**config.mk**
```make
export PLATFORM = sky130hd
export DESIGN_NAME = ingress_dispatcher
export DESIGN_NICKNAME = d
export VERILOG_FILES = /design/src/rtl/ingress_dispatcher_pkg.sv /design/src/rtl/ingress_dispatcher_pkt_slice_reg.sv /design/src/rtl/ingress_dispatcher.sv
export SDC_FILE = /design/constraint.sdc
export NUM_CORES = 1
export LEC_CHECK = 0
export CORE_ASPECT_RATIO = 1.75
export CORE_MARGIN = 5
export CORE_UTILIZATION = 60
export DETAILED_ROUTE_END_ITERATION = 10
export DONT_BUFFER_PORTS = 1
export HOLD_SLACK_MARGIN = 0.15
export PLACE_DENSITY = 0.8
export SYNTH_ARGS = -nofsm -noshare
export SYNTH_HDL_FRONTEND = slang
export SYNTH_SLANG_ARGS = --single-unit
```
**constraint.sdc**
```tcl
create_clock -name clk -period 3.55 [get_ports clk]
set_input_delay 0.355 -clock clk [delete_from_list [all_inputs] [get_ports clk]]
set_output_delay 0.355 -clock clk [all_outputs]
set_load 0.01 [all_outputs]
```
**src/rtl/ingress_dispatcher_pkg.sv**
```systemverilog
// Shared widths, opcode class and FSM encodings for the ingress dispatcher.
// Packet classification lives here so the top and any future users agree on it.
package ingress_dispatcher_pkg;

    localparam int unsigned PKT_HEAD_BUS_WIDTH = 64;
    localparam int unsigned PKT_DATA_BUS_WIDTH = 64;
    localparam int unsigned OPCODE_CLS_WIDTH   = 5;
    localparam int unsigned STAT_WIDTH         = 32;

    // Low five bits of the BTH opcode that bound the response/ACK range
    localparam logic [OPCODE_CLS_WIDTH-1:0] OP_RESP_FIRST = 5'h0D;
    localparam logic [OPCODE_CLS_WIDTH-1:0] OP_RESP_LAST  = 5'h12;
    localparam logic [OPCODE_CLS_WIDTH-1:0] OP_RSVD_15    = 5'h15;
    localparam logic [OPCODE_CLS_WIDTH-1:0] OP_RSVD_FIRST = 5'h18;

    typedef enum logic [1:0] {
        CLS_REQ  = 2'd0,
        CLS_RESP = 2'd1,
        CLS_DROP = 2'd2
    } pkt_class_e;

    typedef enum logic [1:0] {
        ST_IDLE     = 2'd0,
        ST_FWD_REQ  = 2'd1,
        ST_FWD_RESP = 2'd2,
        ST_DROP     = 2'd3
    } disp_state_e;

    function automatic pkt_class_e classify(input logic [OPCODE_CLS_WIDTH-1:0] op);
        pkt_class_e cls;
        if (op >= OP_RESP_FIRST && op <= OP_RESP_LAST) begin
            cls = CLS_RESP;
        end else if (op == OP_RSVD_15 || op >= OP_RSVD_FIRST) begin
            cls = CLS_DROP;
        end else begin
            cls = CLS_REQ;
        end
        return cls;
    endfunction

    function automatic logic [STAT_WIDTH-1:0] sat_inc(input logic [STAT_WIDTH-1:0] v);
        return (v == {STAT_WIDTH{1'b1}}) ? v : v + STAT_WIDTH'(1);
    endfunction

endpackage

```
**src/rtl/ingress_dispatcher_pkt_slice_reg.sv**
```systemverilog
// One-entry valid/ready register slice carrying head, data, start and last.
// Accepts a new beat whenever empty or its current beat leaves this cycle.
module pkt_slice_reg
    import ingress_dispatcher_pkg::*;
#(
    parameter int unsigned HEAD_WIDTH = PKT_HEAD_BUS_WIDTH,
    parameter int unsigned DATA_WIDTH = PKT_DATA_BUS_WIDTH
) (
    input  logic                  clk,
    input  logic                  rst,
    input  logic                  in_valid,
    input  logic [HEAD_WIDTH-1:0] in_head,
    input  logic [DATA_WIDTH-1:0] in_data,
    input  logic                  in_start,
    input  logic                  in_last,
    output logic                  in_ready_c,
    output logic                  out_valid,
    output logic [HEAD_WIDTH-1:0] out_head,
    output logic [DATA_WIDTH-1:0] out_data,
    output logic                  out_start,
    output logic                  out_last,
    input  logic                  out_ready
);

    assign in_ready_c = !out_valid || out_ready;

    // Payload only moves on a real load so it stays stable while stalled
    always_ff @(posedge clk) begin
        if (rst) begin
            out_valid <= 1'b0;
            out_head  <= '0;
            out_data  <= '0;
            out_start <= 1'b0;
            out_last  <= 1'b0;
        end else if (in_ready_c) begin
            out_valid <= in_valid;
            if (in_valid) begin
                out_head  <= in_head;
                out_data  <= in_data;
                out_start <= in_start;
                out_last  <= in_last;
            end
        end
    end

endmodule

```
**src/rtl/ingress_dispatcher.sv**
```systemverilog
// Steers whole ingress packets by BTH opcode to the requester or responder engine.
// Optional counters: define INGRESS_DISPATCH_STATS_EN to add the stat_* outputs.
module ingress_dispatcher
    import ingress_dispatcher_pkg::*;
#(
    parameter int unsigned HEAD_WIDTH = PKT_HEAD_BUS_WIDTH,
    parameter int unsigned DATA_WIDTH = PKT_DATA_BUS_WIDTH,
    parameter int unsigned OPCODE_LSB = 0
) (
    input  logic                  clk,
    input  logic                  rst,
    input  logic                  ingress_pkt_valid,
    input  logic [HEAD_WIDTH-1:0] ingress_pkt_head,
    input  logic [DATA_WIDTH-1:0] ingress_pkt_data,
    input  logic                  ingress_pkt_start,
    input  logic                  ingress_pkt_last,
    output logic                  ingress_pkt_ready,
    output logic                  req_trans_pkt_in_valid,
    output logic [HEAD_WIDTH-1:0] req_trans_pkt_in_head,
    output logic [DATA_WIDTH-1:0] req_trans_pkt_in_data,
    output logic                  req_trans_pkt_in_start,
    output logic                  req_trans_pkt_in_last,
    input  logic                  req_trans_pkt_in_ready,
    output logic                  resp_trans_pkt_in_valid,
    output logic [HEAD_WIDTH-1:0] resp_trans_pkt_in_head,
    output logic [DATA_WIDTH-1:0] resp_trans_pkt_in_data,
    output logic                  resp_trans_pkt_in_start,
    output logic                  resp_trans_pkt_in_last,
    input  logic                  resp_trans_pkt_in_ready,
    output logic                  proto_err
`ifdef INGRESS_DISPATCH_STATS_EN
    ,
    output logic [STAT_WIDTH-1:0] stat_req_pkt_cnt,
    output logic [STAT_WIDTH-1:0] stat_resp_pkt_cnt,
    output logic [STAT_WIDTH-1:0] stat_drop_pkt_cnt,
    output logic [STAT_WIDTH-1:0] stat_err_cnt
`endif
);

    disp_state_e           state_q;
    disp_state_e           state_d;
    pkt_class_e            in_cls_c;
    pkt_class_e            tgt_c;
    logic [HEAD_WIDTH-1:0] head_q;
    logic [HEAD_WIDTH-1:0] fwd_head_c;
    logic                  fwd_start_c;
    logic                  ready_c;
    logic                  accept_c;
    logic                  new_pkt_c;
    logic                  err_c;
    logic                  req_push_c;
    logic                  resp_push_c;
    logic                  req_slice_ready_c;
    logic                  resp_slice_ready_c;

    assign in_cls_c          = classify(ingress_pkt_head[OPCODE_LSB +: OPCODE_CLS_WIDTH]);
    assign ingress_pkt_ready = ready_c;

    // Route selection, handshake and framing checks for the current beat
    always_comb begin
        state_d     = state_q;
        tgt_c       = CLS_DROP;
        fwd_head_c  = head_q;
        fwd_start_c = 1'b0;
        ready_c     = 1'b0;
        accept_c    = 1'b0;
        new_pkt_c   = 1'b0;
        err_c       = 1'b0;
        req_push_c  = 1'b0;
        resp_push_c = 1'b0;

        case (state_q)
            ST_IDLE: begin
                if (ingress_pkt_start) begin
                    tgt_c       = in_cls_c;
                    fwd_head_c  = ingress_pkt_head;
                    fwd_start_c = 1'b1;
                end
            end
            ST_FWD_REQ:  tgt_c = CLS_REQ;
            ST_FWD_RESP: tgt_c = CLS_RESP;
            default:     tgt_c = CLS_DROP;
        endcase

        // REQ-class packets go to the responder engine, RESP-class to the requester
        case (tgt_c)
            CLS_REQ:  ready_c = resp_slice_ready_c && !rst;
            CLS_RESP: ready_c = req_slice_ready_c && !rst;
            default:  ready_c = !rst;
        endcase

        accept_c    = ingress_pkt_valid && ready_c;
        resp_push_c = accept_c && (tgt_c == CLS_REQ);
        req_push_c  = accept_c && (tgt_c == CLS_RESP);

        if (accept_c) begin
            if (state_q == ST_IDLE) begin
                if (ingress_pkt_start) begin
                    new_pkt_c = 1'b1;
                    if (!ingress_pkt_last) begin
                        case (in_cls_c)
                            CLS_REQ:  state_d = ST_FWD_REQ;
                            CLS_RESP: state_d = ST_FWD_RESP;
                            default:  state_d = ST_DROP;
                        endcase
                    end
                end else begin
                    err_c = 1'b1;
                end
            end else begin
                err_c = ingress_pkt_start;
                if (ingress_pkt_last) begin
                    state_d = ST_IDLE;
                end
            end
        end
    end

    always_ff @(posedge clk) begin
        if (rst) begin
            state_q   <= ST_IDLE;
            head_q    <= '0;
            proto_err <= 1'b0;
        end else begin
            state_q   <= state_d;
            proto_err <= err_c;
            if (new_pkt_c) begin
                head_q <= ingress_pkt_head;
            end
        end
    end

    pkt_slice_reg #(
        .HEAD_WIDTH(HEAD_WIDTH),
        .DATA_WIDTH(DATA_WIDTH)
    ) u_req_slice (
        .clk       (clk),
        .rst       (rst),
        .in_valid  (req_push_c),
        .in_head   (fwd_head_c),
        .in_data   (ingress_pkt_data),
        .in_start  (fwd_start_c),
        .in_last   (ingress_pkt_last),
        .in_ready_c(req_slice_ready_c),
        .out_valid (req_trans_pkt_in_valid),
        .out_head  (req_trans_pkt_in_head),
        .out_data  (req_trans_pkt_in_data),
        .out_start (req_trans_pkt_in_start),
        .out_last  (req_trans_pkt_in_last),
        .out_ready (req_trans_pkt_in_ready)
    );

    pkt_slice_reg #(
        .HEAD_WIDTH(HEAD_WIDTH),
        .DATA_WIDTH(DATA_WIDTH)
    ) u_resp_slice (
        .clk       (clk),
        .rst       (rst),
        .in_valid  (resp_push_c),
        .in_head   (fwd_head_c),
        .in_data   (ingress_pkt_data),
        .in_start  (fwd_start_c),
        .in_last   (ingress_pkt_last),
        .in_ready_c(resp_slice_ready_c),
        .out_valid (resp_trans_pkt_in_valid),
        .out_head  (resp_trans_pkt_in_head),
        .out_data  (resp_trans_pkt_in_data),
        .out_start (resp_trans_pkt_in_start),
        .out_last  (resp_trans_pkt_in_last),
        .out_ready (resp_trans_pkt_in_ready)
    );

`ifdef INGRESS_DISPATCH_STATS_EN
    // Saturating packet and error counters
    always_ff @(posedge clk) begin
        if (rst) begin
            stat_req_pkt_cnt  <= '0;
            stat_resp_pkt_cnt <= '0;
            stat_drop_pkt_cnt <= '0;
            stat_err_cnt      <= '0;
        end else begin
            if (new_pkt_c && in_cls_c == CLS_REQ) begin
                stat_req_pkt_cnt <= sat_inc(stat_req_pkt_cnt);
            end
            if (new_pkt_c && in_cls_c == CLS_RESP) begin
                stat_resp_pkt_cnt <= sat_inc(stat_resp_pkt_cnt);
            end
            if (new_pkt_c && in_cls_c == CLS_DROP) begin
                stat_drop_pkt_cnt <= sat_inc(stat_drop_pkt_cnt);
            end
            if (err_c) begin
                stat_err_cnt <= sat_inc(stat_err_cnt);
            end
        end
    end
`endif

endmodule

```
==> out/results.ini <==
[run_status]
outcome = completed

[grt]
grt_pass1_vias = 12610
grt_pass1_wl_mm = 71.86
grt_antenna_before_repair = 1
grt_usage = 0.3628
grt_max_degree = 186
grt_overflow = 0

[synth]
synth_cell_types = 35
synth.area.top_cells = dfxtp_1 51%, a21oi_1 10%, a211oi_1 7.4%, mux2i_1 5.2%, nand3_1 5.2%
yosys_warnings = 0
ys_async_sr_fraction = 0
yosysTopAreaCellShare = 0.5089
synth_nets = 1518
synth_area_per_cell_um2 = 9.378
synth_edf_count = 0
synth-seq-area-share = 0.5089
synth-seq-cells = 329
netlist_instances = 1380
yosys_most_used_dff = dfxtp_1
syn_area_um2 = 12940
synth.largest_area_cell = dfxtp_1

[power]
ir_drop_mv = 0.5157
switchingPower_w = 0.002004
switching_share = 0.2493
pwr-share-comb = 0.106
p_seq_frac = 0.496
clockPowerShare = 0.398
p_leak_nw = 6.341
powerDensity_nw_per_um2 = 482.2
internal-power_w = 0.006035

[floorplanning]
dieHeight_um = 204.3
core_area_um2 = 21410
die_w_um = 121.0
die_area_um2 = 24720
start_util = 0.6045
io_pins = 399
row_count = 71

[timing]
finalCriticalPeriod_ns = 3.293
hold_viol = 0
fin_crit_sh = 0.9275
timing.fmax_ghz = 0.3037
finalMaxSlewViolations = 0
rsz0062_at_grt = no
slew_headroom = 0.3137
finalSetupTns_ns = 0
setup_viol = 0
fin_skew_ns = 0.009399
worst_pin_slew_ns = 1.030
hold_ws_ns = 0.1632

[route]
drt_iter0_markers = 1789
vias_per_cell = 6.760
drt_first_pass_iters = 6
wl_mm = 48.15
vias = 12530
routedWlPerCell_um = 25.97
drc_errors = 0
ant_nets = 0

[critical_path]
worst_setup_path_start_kind = register
crit_family = buffers and inverters
path_cells = inv_1 > ha_4 > nand4b_1 > nor4_4 > buf_4 > o311a_4 > buf_12 > a21oi_1 > a211oi_1 > dlygate4sd3_1
worst_path_max_delay_cell = dlygate4sd3_1
slowest_delay_ns = 0.59
required_ns = 4.04
cp_max_fo = 36
crit_arrival_ns = 3.78
critPathCaptureType = register
worst-setup-path-type = register to register
cp_num_buf_inv = 4

[finish]
synthToLayoutAreaGrowth_pct = 28.83
nets = 1678
final_cell_mix = 329 x dfxtp_1, 263 x a21oi_1, 246 x dlygate4sd3_1
fillers = 1264
layout_commonest_cell = dfxtp_1
drive_gt1_frac = 0.06342

[clock_network]
clock_path_buffers = 3
cts_buffers = 28
cts_max_level = 1
root_buffer = clkbuf_16
clkTransAtPathRegs_ns = 0.07
cts_sinks = 329
clk_latency_ns = 0.55
cts_tree = done

[flow_run]
maxCapViolCount = 0

[min_path]
hold_class = input pin to register

[placement]
place.detailed.hpwl_mm = 24.78
io_buffers = 0
place.gp.congestion = 0.8391

[registers in the layout, indices dropped and copies added (netlist names)]
| name | cells |
|---|---|
| head_q | 64 |
| u_req_slice.out_last | 1 |
| u_resp_slice.out_last | 1 |
| u_resp_slice.out_start | 1 |
| u_req_slice.out_head | 64 |
| u_req_slice.out_start | 1 |
| u_resp_slice.out_head | 64 |
| proto_err | 1 |
| u_req_slice.out_data | 64 |
| u_resp_slice.out_valid | 1 |
| u_req_slice.out_valid | 1 |
| u_resp_slice.out_data | 64 |
| state_q | 2 |
[layer usage]
layer / up-vias / GRT usage / wire (um) / part of all wire
met5: - / 0 / 0 / 0
met4: 0 / 0.2488 / 3963 / 0.082
met3: 286 / 0.1036 / 5277 / 0.11
met1: 5990 / 0.3904 / 15550 / 0.32
met2: 919 / 0.6089 / 23360 / 0.49
li1: 5338 / - / - / -
[layout make-up]
cell class              count  area, um^2  area share
diodes                      1       2.502   0.0001501
clock inverters             6       82.58    0.004953
flip-flops and latches    329        6586      0.3950
multi-input cells         899        5877      0.3525
well taps                 292       365.4     0.02191
inverters                   4       15.01   0.0009006
repair buffers            278        2878      0.1726
clock buffers              45       865.8     0.05193
[worst paths after layout]
kind	start	to	slack (ns)	depth (start not counted)
worst max-delay path	state_q[1]	u_req_slice.out_head[24]	0.26	10
worst min-delay path	ingress_pkt_head[3]	u_resp_slice.out_head[3]	0.16	2
worst max register to register	state_q[1]	u_req_slice.out_head[24]	0.26	10
worst min register to register	head_q[3]	head_q[3]	0.48	2
[metrics by stage]
stage	power [W]	std cells	setup slack [ns]	utilization	cell area, um^2
after global routing	0.008253	1853	0.03146	0.7786	16670
after floorplan	0.004504	1380	1.137	-	12940
final	0.008039	1854	0.2573	0.7787	16670
after global placement	0.004605	1551	0.4279	0.6135	13130
after CTS	0.007958	1849	0.03936	0.7748	16590
after detailed placement	0.004628	1551	0.2751	0.6135	13130
[synth_stat cells, types with 2 or more instances]
cell type  number
nand2_1         3
buf_1           4
o211ai_1        2
clkbuf_1      118
a211oi_1      128
mux2i_1        67
nor3_1          3
inv_1           4
mux2_2          4
buf_2          28
nand2b_1        8
nor2_1          9
ha_1            3
dfxtp_1       329
nor2b_1        65
o21ai_0       128
nand3_1       134
o311ai_1        2
a21oi_1       263
mux2_1         59
o21ai_1         5
[what timing repair did]
item                                   in CTS  in global routing
pin swaps                                   0                  3
buffers inserted                            0                  1
setup endpoints to repair                   1                 84
gates cloned                                0                  3
hold buffers                              247                  0
endpoints found under the hold margin     329                  0
resized for setup                           3                  5
[power groups by stage]
| stage | sequential [W] | clock [W] | combinational [W] |
|---|---|---|---|
| floorplan | 0.00401 | 0 | 0.000491 |
| global placement | 0.00405 | 0 | 0.000554 |
| detailed placement | 0.00406 | 0 | 0.000572 |
| CTS | 0.00397 | 0.00319 | 0.000791 |
| global route | 0.00399 | 0.00335 | 0.000911 |
| finish | 0.00399 | 0.00320 | 0.000854 |
[cell families after synthesis]
family	share of synthesized area
multiplexers	0.1066
AND/OR/NAND/NOR	0.09804
flip-flops	0.5089
AO/OA/AOI/OAI	0.2354
XOR/XNOR	0.0006769
adder cells (fa/ha/maj)	0.002901
buffers and inverters	0.04737
(Power assumes the default switching activity.)
